--- src/rtl/instr_fetch_unit_if.sv ---
// Fetch-unit bus: instruction-memory handshake, decoder controls and the instruction view.
// master = fetch unit; slave = memory/decoder side (testbench, datapath).
interface instr_fetch_unit_if;
    logic        imem_req;
    logic [31:0] imem_addr;
    logic [31:0] imem_rdata;
    logic        imem_ready;
    logic        stall;
    logic        retire;
    logic        branch;
    logic        zero;
    logic [1:0]  jump;
    logic [31:0] jr_target;
    logic [31:0] pc;
    logic [31:0] pc_plus4;
    logic [31:0] instr;
    logic [5:0]  op_field;
    logic [5:0]  funct;
    logic        instr_valid;
    logic        addr_err;
    logic [31:0] instr_count;

    modport master (
        output imem_req, imem_addr,
        input  imem_rdata, imem_ready, stall, retire, branch, zero, jump, jr_target,
        output pc, pc_plus4, instr, op_field, funct, instr_valid, addr_err, instr_count
    );

    modport slave (
        input  imem_req, imem_addr,
        output imem_rdata, imem_ready, stall, retire, branch, zero, jump, jr_target,
        input  pc, pc_plus4, instr, op_field, funct, instr_valid, addr_err, instr_count
    );
endinterface

--- src/rtl/instr_fetch_unit.sv ---
// MIPS PC/fetch stage: BOOT -> FETCH (waits on imem_ready, >=1 cycle) -> ISSUE (waits on retire).
// Backpressure: stall freezes ISSUE entirely; imem_addr stays at pc until memory responds.
module instr_fetch_unit #(
    parameter logic [31:0] RESET_PC = 32'h0000_0000
) (
    input  logic            clk,
    input  logic            reset,
    instr_fetch_unit_if.master bus
);
    typedef enum logic [1:0] {BOOT = 2'd0, FETCH = 2'd1, ISSUE = 2'd2} state_t;

    state_t      state, stateNext;
    logic [31:0] pc, instr, instrCount;
    logic [31:0] pcPlus4, nextPc, branchOffset;
    logic        instrValid, addrErr;
    logic        captureInstr, doRetire, jrMisaligned;

    assign pcPlus4      = pc + 32'd4;
    assign branchOffset = {{14{instr[15]}}, instr[15:0], 2'b00};

    always_ff @(posedge clk or posedge reset) begin
        if (reset) state <= BOOT;
        else       state <= stateNext;
    end

    always_comb begin
        stateNext    = state;
        bus.imem_req = 1'b0;
        captureInstr = 1'b0;
        doRetire     = 1'b0;
        case (state)
            BOOT:  stateNext = FETCH;
            FETCH: begin
                bus.imem_req = 1'b1;
                if (bus.imem_ready) begin
                    captureInstr = 1'b1;
                    stateNext    = ISSUE;
                end
            end
            ISSUE: begin
                if (bus.retire && !bus.stall) begin
                    doRetire  = 1'b1;
                    stateNext = FETCH;
                end
            end
            default: stateNext = BOOT;
        endcase
    end

    // Jump encodings beat branch; 2'b11 behaves as sequential/branch.
    always_comb begin
        nextPc       = pcPlus4;
        jrMisaligned = 1'b0;
        case (bus.jump)
            2'b01: nextPc = {pcPlus4[31:28], instr[25:0], 2'b00};
            2'b10: begin
                nextPc       = {bus.jr_target[31:2], 2'b00};
                jrMisaligned = |bus.jr_target[1:0];
            end
            default: if (bus.branch && bus.zero) nextPc = pcPlus4 + branchOffset;
        endcase
    end

    always_ff @(posedge clk or posedge reset) begin
        if (reset) begin
            pc         <= RESET_PC;
            instr      <= 32'h0;
            instrValid <= 1'b0;
            addrErr    <= 1'b0;
            instrCount <= 32'h0;
        end else begin
            if (captureInstr) begin
                instr      <= bus.imem_rdata;
                instrValid <= 1'b1;
            end
            if (doRetire) begin
                pc         <= nextPc;
                instrValid <= 1'b0;
                instrCount <= instrCount + 32'd1;
                if (jrMisaligned) addrErr <= 1'b1;
            end
        end
    end

    assign bus.imem_addr   = pc;
    assign bus.pc          = pc;
    assign bus.pc_plus4    = pcPlus4;
    assign bus.instr       = instr;
    assign bus.op_field    = instr[31:26];
    assign bus.funct       = instr[5:0];
    assign bus.instr_valid = instrValid;
    assign bus.addr_err    = addrErr;
    assign bus.instr_count = instrCount;
endmodule

--- src/flat_wrapper.sv ---
// flat-port wrapper written by rule: the top's interface ports become plain ports
module instr_fetch_unit_flat 
#(
    parameter logic [31:0] RESET_PC = 32'h0000_0000
)
  (clk, reset, bus_imem_req, bus_imem_addr, bus_imem_rdata, bus_imem_ready, bus_stall, bus_retire, bus_branch, bus_zero, bus_jump, bus_jr_target, bus_pc, bus_pc_plus4, bus_instr, bus_op_field, bus_funct, bus_instr_valid, bus_addr_err, bus_instr_count);
  instr_fetch_unit_if bus_i ();
  input  logic clk;
  input  logic reset;
  output wire logic [$bits(bus_i.imem_req)-1:0] bus_imem_req;
  output wire logic [$bits(bus_i.imem_addr)-1:0] bus_imem_addr;
  input wire logic [$bits(bus_i.imem_rdata)-1:0] bus_imem_rdata;
  input wire logic [$bits(bus_i.imem_ready)-1:0] bus_imem_ready;
  input wire logic [$bits(bus_i.stall)-1:0] bus_stall;
  input wire logic [$bits(bus_i.retire)-1:0] bus_retire;
  input wire logic [$bits(bus_i.branch)-1:0] bus_branch;
  input wire logic [$bits(bus_i.zero)-1:0] bus_zero;
  input wire logic [$bits(bus_i.jump)-1:0] bus_jump;
  input wire logic [$bits(bus_i.jr_target)-1:0] bus_jr_target;
  output wire logic [$bits(bus_i.pc)-1:0] bus_pc;
  output wire logic [$bits(bus_i.pc_plus4)-1:0] bus_pc_plus4;
  output wire logic [$bits(bus_i.instr)-1:0] bus_instr;
  output wire logic [$bits(bus_i.op_field)-1:0] bus_op_field;
  output wire logic [$bits(bus_i.funct)-1:0] bus_funct;
  output wire logic [$bits(bus_i.instr_valid)-1:0] bus_instr_valid;
  output wire logic [$bits(bus_i.addr_err)-1:0] bus_addr_err;
  output wire logic [$bits(bus_i.instr_count)-1:0] bus_instr_count;
  assign bus_imem_req = bus_i.imem_req;
  assign bus_imem_addr = bus_i.imem_addr;
  assign bus_i.imem_rdata = bus_imem_rdata;
  assign bus_i.imem_ready = bus_imem_ready;
  assign bus_i.stall = bus_stall;
  assign bus_i.retire = bus_retire;
  assign bus_i.branch = bus_branch;
  assign bus_i.zero = bus_zero;
  assign bus_i.jump = bus_jump;
  assign bus_i.jr_target = bus_jr_target;
  assign bus_pc = bus_i.pc;
  assign bus_pc_plus4 = bus_i.pc_plus4;
  assign bus_instr = bus_i.instr;
  assign bus_op_field = bus_i.op_field;
  assign bus_funct = bus_i.funct;
  assign bus_instr_valid = bus_i.instr_valid;
  assign bus_addr_err = bus_i.addr_err;
  assign bus_instr_count = bus_i.instr_count;
  instr_fetch_unit #(.RESET_PC(RESET_PC)) u_core (.clk(clk), .reset(reset), .bus(bus_i));
endmodule
--- config.mk ---
export PLATFORM = sky130hd
export DESIGN_NAME = instr_fetch_unit_flat
export DESIGN_NICKNAME = d
export VERILOG_FILES = /design/src/rtl/instr_fetch_unit_if.sv /design/src/rtl/instr_fetch_unit.sv /design/src/flat_wrapper.sv
export SDC_FILE = /design/constraint.sdc
export NUM_CORES = 1
export LEC_CHECK = 0
export BUFFER_PORTS_ARGS = -buffer_cell sky130_fd_sc_hd__buf_2
export CAP_MARGIN = 30
export CELL_PAD_IN_SITES_DETAIL_PLACEMENT = 0
export CELL_PAD_IN_SITES_GLOBAL_PLACEMENT = 2
export CORE_MARGIN = 5
export CORE_UTILIZATION = 32
export CTS_BUF_LIST = sky130_fd_sc_hd__clkbuf_8 sky130_fd_sc_hd__clkbuf_16
export CTS_CLUSTER_SIZE = 24
export DETAILED_ROUTE_END_ITERATION = 8
export PLACE_DENSITY_LB_ADDON = 0.08
export REMOVE_ABC_BUFFERS = 1
export SLEW_MARGIN = 20
export SYNTH_ARGS = -nofsm -noshare
export SYNTH_HDL_FRONTEND = slang
export SYNTH_SLANG_ARGS = --single-unit
--- constraint.sdc ---
create_clock -name clk -period 5.2 [get_ports clk]
set_input_delay 0.78 -clock clk [delete_from_list [all_inputs] [get_ports clk]]
set_output_delay 0.78 -clock clk [all_outputs]
set_load 0.01 [all_outputs]
==> flow_metrics.env, run 1 <==
export IMPL_final_util_pct=39.0
export IMPL_num_antenna_cells=0
export IMPL_required_ps=5440
export IMPL_dieWidth_um=158
export IMPL_cts_tree="done"
export IMPL_ys_warnings_count=0
export IMPL_clk_latency_ps=360
export IMPL_wirelength_um=24000
export IMPL_path_buf_inv=0
export IMPL_crit_family="compound AO/OA/AOI/OAI gates"
export IMPL_cp_max_fo=7
export IMPL_status="finished, final reports clean"
export IMPL_r2r_setup_slack_ps=1160
export IMPL_grt_setup_unrepaired="no"
export IMPL_setup_viol_count_final=0
export IMPL_synth_edf_count=0
export IMPL_initial_core_util_pct=32.3
export IMPL_slowest_stage="dfrtp_1"
export IMPL_routabilityCongestion=0.860
export IMPL_synth_seq_cells=98
export IMPL_fin_tns_setup_ps=0
export IMPL_dr_pass1_iters=5
export IMPL_grt_pass1_wl_um=36800
export IMPL_cts_root_buf="clkbuf_16"
export IMPL_hp_class="in -> async"
export IMPL_syn_area_um2=7000
export IMPL_die_area_um2=24900
export IMPL_syn_avg_cell_area_um2=9.18
export IMPL_p_per_area_nw_per_um2=639
export IMPL_grt_pass1_vias=6449
export IMPL_cts_made_buffers=9
export IMPL_avgViaCountPerCell=5.13
export IMPL_fin_crit_sh_pct=77.7
export IMPL_grtUsageTotal_pct=19.0
export IMPL_grt_overflow=0
export IMPL_synth_async_reset_ratio_pct=100
export IMPL_core_um2=21700
export IMPL_cts_sinks=98
export IMPL_end_kind="flop"
export IMPL_tightest_slew_ps=957
export IMPL_ys_types=72
export IMPL_wl_per_cell_um=19.5
export IMPL_netlist_area_leader_share_pct=35.1
export IMPL_drv_slew=0
export IMPL_antenna_found_initial=1
export IMPL_p_int_w=0.00284
export IMPL_post_cts_resize_count=0
export IMPL_grt_max_degree=60
export IMPL_worst_setup_path_start_kind="flop"
export IMPL_clock_path_buffers=2
export IMPL_area_growth_pct=21.0
export IMPL_finClkSkew_ps=11.2
export IMPL_worst_setup_path_type="reg -> reg"
export IMPL_route_detailed_drc=0
export IMPL_p_leak_nw=4.23
export IMPL_cp_cell_sequence="and4_1 -> and3_1 -> nand2_1 -> xnor2_1 -> ha_1 -> a21oi_1 -> o21ai_0 -> a22oi_1 -> o21ai_1 -> a221o_1 -> a21o_1 -> o221ai_1 -> nor4b_1 -> nor4_1"
export IMPL_slew_headroom_pct=36.2
export IMPL_fp_row_count=54
export IMPL_cts_setup_buffers=0
export IMPL_hold_buffers=0
export IMPL_slowest_delay_ps=470
export IMPL_io_pins=248
export IMPL_crit_arrival_ps=4270
export IMPL_ir_worst_vdd_v=0.000253
export IMPL_finalHoldViolCount=0
export IMPL_max_cap_viol_count=0
export IMPL_die_h_um=158
export IMPL_p_sw_w=0.00257
export IMPL_ys_flop_type="dfrtp_1"
export IMPL_ant_nets=0
export IMPL_vias=6320
export IMPL_yosys_top_cells_area="dfrtp_1 35%, xnor2_1 7.8%, ha_1 6.1%"
export IMPL_ys_seq_area_share_pct=35.1
export IMPL_clk_pin_slew_ps=80
export IMPL_first_iter_violations=285
export IMPL_fillers=2232
export IMPL_pwr_share_comb_pct=60.6
export IMPL_portBuffers=241
export IMPL_post_dp_hpwl_um=18300
export IMPL_synth_top_area_cell="dfrtp_1"
export IMPL_nets=1054
export IMPL_switching_share_pct=47.5
export IMPL_max_freq_mhz=248
export IMPL_drive_gt1_share_pct=34.0
export IMPL_min_period_ps=4040
export IMPL_seqPwrFrac_pct=25.7
export IMPL_p_clk_share_pct=13.7
export IMPL_syn_instance_count=762
export IMPL_htree_levels=3
==> per-stage QoR <==
step / instances / worst slack (ps) / area [um^2] / hold slack, ps / total power (W)
after global routing: 1231 / 849 / 8470 / 499 / 0.00586
after CTS: 1230 / 1140 / 8450 / 483 / 0.00547
after floorplan: 687 / 1550 / 6520 / 507 / 0.00352
after detailed placement: 1214 / 1170 / 8130 / 473 / 0.00469
final: 1231 / 1160 / 8470 / 475 / 0.00541
after global placement: 1214 / 1150 / 8130 / 458 / 0.00468
==> power by group through the flow <==
stage	Sequential [W]	Clock, W	Combinational [W]
5_1_grt	0.00145	0.000796	0.00361
3_3_place_gp	0.00138	0	0.00330
2_1_floorplan	0.00152	0	0.00199
4_1_cts	0.00140	0.000771	0.00330
3_5_place_dp	0.00141	0	0.00328
6_report	0.00139	0.000740	0.00328
==> logic make-up (layout without fill, tap and decap cells) <==
logic type / count (synthesis) / count (layout) / share of synthesized area, %
simple gates: 226 / 226 / 15.9
flops: 98 / 98 / 35.1
other cells: 1 / 6 / 0.0536
compound gates: 186 / 186 / 18.4
buf+inv: 98 / 282 / 8.05
xor+xnor: 84 / 84 / 10.7
fa+ha+maj: 35 / 35 / 6.37
mux: 34 / 34 / 5.44
==> synth_stat cells, types with 2 or more instances <==
| cell | number |
|---|---|
| a211oi_1 | 7 |
| a21o_1 | 28 |
| a21o_2 | 2 |
| a21oi_1 | 41 |
| a221o_1 | 7 |
| a221o_2 | 2 |
| a221oi_1 | 22 |
| a22oi_1 | 3 |
| a311oi_1 | 4 |
| and2_1 | 9 |
| and3_1 | 11 |
| and3_2 | 2 |
| buf_4 | 50 |
| clkbuf_1 | 27 |
| dfrtp_1 | 98 |
| ha_1 | 34 |
| inv_1 | 17 |
| mux2_2 | 32 |
| mux2i_1 | 2 |
| nand2_1 | 90 |
| nand2b_1 | 2 |
| nand3_1 | 20 |
| nand4_1 | 17 |
| nor2_1 | 51 |
| nor2_4 | 2 |
| nor3_1 | 5 |
| o211ai_1 | 4 |
| o21a_1 | 2 |
| o21ai_0 | 36 |
| o21bai_1 | 4 |
| o221ai_1 | 8 |
| o31ai_1 | 2 |
| xnor2_1 | 62 |
| xor2_1 | 20 |
| xor2_2 | 2 |
==> sequential cells by signal (all words and copies together), names as in the netlist <==
register,count
u_core.bus.imem_addr,30
u_core.bus.instr_count,32
u_core.bus.addr_err,1
u_core.state,2
u_core.bus.instr_valid,1
u_core.bus.instr,32
==> cell usage in the layout, fill, tap and decap left out, types with 2 or more instances in the layout <==
master     netlist  layout
o21a_1           2       2
a221oi_1        22      22
xnor2_1         62      62
nand4_1         17      17
o21bai_1         4       4
inv_6            0       3
dfrtp_1         98      98
buf_2            1     241
nor2_4           2       2
nand2_2          1       2
xor2_1          20      20
o221ai_1         8       8
o31ai_1          2       2
buf_4           50       6
a22oi_1          3       3
a311oi_1         4       4
conb_1           1       6
a21oi_1         41      41
a211oi_1         7       7
mux2i_1          2       2
o21ai_0         36      36
nor2_1          51      51
a21o_1          28      28
o211ai_1         4       4
a221o_1          7       7
and2_1           9       9
nand3_1         20      20
nor3_1           5       5
and3_2           2       2
inv_1           17      16
nand2_1         90      89
clkbuf_16        0       9
a221o_2          2       2
xor2_2           2       2
a21o_2           2       2
nand2b_1         2       2
ha_1            34      33
mux2_2          32      32
and3_1          11      11
==> path summary, 6_finish.rpt <==
path / from / to / depth (start not counted)
min: reset / u_core.bus.instr[30] / 2
min in group clk: u_core.bus.instr_count[31] / u_core.bus.instr_count[31] / 1
max in group asynchronous: reset / u_core.state[1] / 3
max: u_core.bus.imem_addr[5] / u_core.bus.imem_addr[25] / 14
max reg2reg: u_core.bus.imem_addr[5] / u_core.bus.imem_addr[25] / 14
min reg2reg: u_core.bus.instr_count[31] / u_core.bus.instr_count[31] / 1
==> metal layers <==
layer / up-vias / global-route usage [%] / wire length, um
met1: 3042 / 24.1 / 10300
met3: 24 / 5.36 / 1720
met4: 2 / 4.26 / 295
met2: 197 / 32.2 / 11700
met5: - / 0 / 7
li1: 3055 / - / -
==> cell type report <==
type / instances / area (um^2) / share of cell area [%]
Multi-Input combinational cell: 571 / 4010 / 47.3
Sequential cell: 98 / 2450 / 29.0
Timing Repair Buffer: 248 / 1270 / 15.0
Tap cell: 280 / 350 / 4.14
Clock buffer: 9 / 225 / 2.66
Clock inverter: 7 / 92.6 / 1.09
Inverter: 18 / 70.1 / 0.828
(Power assumes the default switching activity.)
==> run 2, diff against run 1 <==
- CORE_UTILIZATION: 32 -> 30
- clock period: 5.2 -> 3.8 ns (I/O delays scaled with it)
==> flow_metrics.env, run 2 (synthesized netlist as in run 1, its figures left out) <==
export IMPL_cts_sinks=98
export IMPL_fillers=2376
export IMPL_seq_area_um2=2450
export IMPL_required_ps=4030
export IMPL_setup_viol_count_final=0
export IMPL_status="finished, final reports clean"
export IMPL_p_per_area_nw_per_um2=872
export IMPL_fp_row_count=55
export IMPL_max_freq_mhz=274
export IMPL_portBuffers=241
export IMPL_routabilityCongestion=0.901
export IMPL_initial_core_util_pct=30.7
export IMPL_clk_latency_ps=370
export IMPL_fin_tns_setup_ps=0
export IMPL_avgViaCountPerCell=5.04
export IMPL_reg2reg_from="u_core.bus.imem_addr[7]"
export IMPL_core_um2=22800
export IMPL_cp_max_fo=6
export IMPL_critical_path_startpoint="u_core.bus.imem_addr[7]"
export IMPL_grt_pass1_wl_um=39300
export IMPL_final_cell_mix="241 x buf_2, 97 x dfrtp_1, 89 x nand2_1"
export IMPL_final_util_pct=39.2
export IMPL_tightest_slew_ps=872
export IMPL_vias=6617
export IMPL_first_iter_violations=249
export IMPL_die_h_um=163
export IMPL_ant_nets=0
export IMPL_cts_tree="done"
export IMPL_wirelength_um=25300
export IMPL_hold_buffers=0
export IMPL_r2r_end="u_core.bus.imem_addr[24]"
export IMPL_max_cap_viol_count=0
export IMPL_grtUsageTotal_pct=18.8
export IMPL_wl_per_cell_um=19.3
export IMPL_r2r_setup_slack_ps=150
export IMPL_die_area_um2=26500
export IMPL_crit_family="compound AO/OA/AOI/OAI gates"
export IMPL_min_period_ps=3650
export IMPL_p_leak_nw=4.50
export IMPL_route_detailed_drc=0
export IMPL_grt_pass1_vias=6911
export IMPL_area_growth_pct=27.6
export IMPL_crit_arrival_ps=3880
export IMPL_htree_levels=3
export IMPL_io_pins=248
export IMPL_hp_class="in -> async"
export IMPL_cts_root_buf="clkbuf_16"
export IMPL_slew_headroom_pct=41.7
export IMPL_finalHoldViolCount=0
export IMPL_cp_cell_sequence="and4_1 -> buf_4 -> and2_1 -> xor2_1 -> ha_1 -> a21oi_1 -> o211ai_1 -> a21oi_1 -> nor2_1 -> a221o_2 -> a221o_2 -> xor2_1 -> o221ai_1 -> o21ai_0"
export IMPL_path_buf_inv=1
export IMPL_ir_worst_vdd_v=0.000407
export IMPL_multi_input_area_um2=4060
export IMPL_grt_overflow=0
export IMPL_worst_setup_path_type="reg -> reg"
export IMPL_drive_gt1_share_pct=38.2
export IMPL_mostFrequentLayoutCell="buf_2"
export IMPL_drv_slew=0
export IMPL_nets=1102
export IMPL_dr_pass1_iters=4
export IMPL_post_dp_hpwl_um=19700
export IMPL_clock_path_buffers=2
export IMPL_grt_max_degree=70
export IMPL_worst_setup_path_start_kind="flop"
export IMPL_antenna_found_initial=2
export IMPL_finClkSkew_ps=13.6
export IMPL_grt_setup_unrepaired="yes"
export IMPL_ff2ff_path_depth=14
export IMPL_fin_crit_sh_pct=96.0
export IMPL_cts_made_buffers=9
export IMPL_dieWidth_um=163
export IMPL_slowest_stage="dfrtp_1"
export IMPL_slowest_delay_ps=420
export IMPL_end_kind="flop"
export IMPL_clk_pin_slew_ps=80
run 2: how the worst max path moves through the flow:
stage,to,cells past startpoint
floorplan,u_core.bus.imem_addr[24],14
global placement,u_core.bus.imem_addr[30],14
detailed placement,u_core.bus.imem_addr[31],17
CTS,u_core.bus.imem_addr[31],17
global route,u_core.bus.imem_addr[24],14
finish,u_core.bus.imem_addr[24],14
run 2: final cells by class:
type                       count  area share, %
multi-input combinational    571           45.5
timing repair buffer         296           18.4
inverter                      18          0.785
clock inverter                 7          0.967
tap                          313           4.38
antenna                        1         0.0280
sequential                    98           27.5
clock buffer                   9           2.52
run 2: routing by layer:
layer  global-route usage (%)  share of wire [%]
met1                     24.5                 44
met2                     30.8                 47
met3                     4.63                6.9
met4                     5.83                2.2
met5                        0              0.083
run 2: where the power goes:
group	internal [W]	total [W]	switching [W]
Combinational	0.00224	0.00491	0.00267
Sequential	0.00139	0.00187	0.000475
Clock	0.000479	0.00100	0.000526
Total	0.00411	0.00779	0.00367
run 2: what timing repair did:
item / 4_1_cts / 5_1_grt
setup buffers: 0 / 0
gates resized for setup: 0 / 13
endpoints found under the setup margin: 0 / 8
run 2: metrics by stage:
stage	std cells	hold WS, ps	total power (W)	area, um^2	setup slack (ps)
after floorplan	687	507	0.00481	6520	155
after global placement	1295	463	0.00678	8530	157
after detailed placement	1295	466	0.00678	8530	143
after CTS	1311	415	0.00782	8840	113
after global routing	1312	211	0.00842	8930	-15.2
final	1313	186	0.00779	8930	151
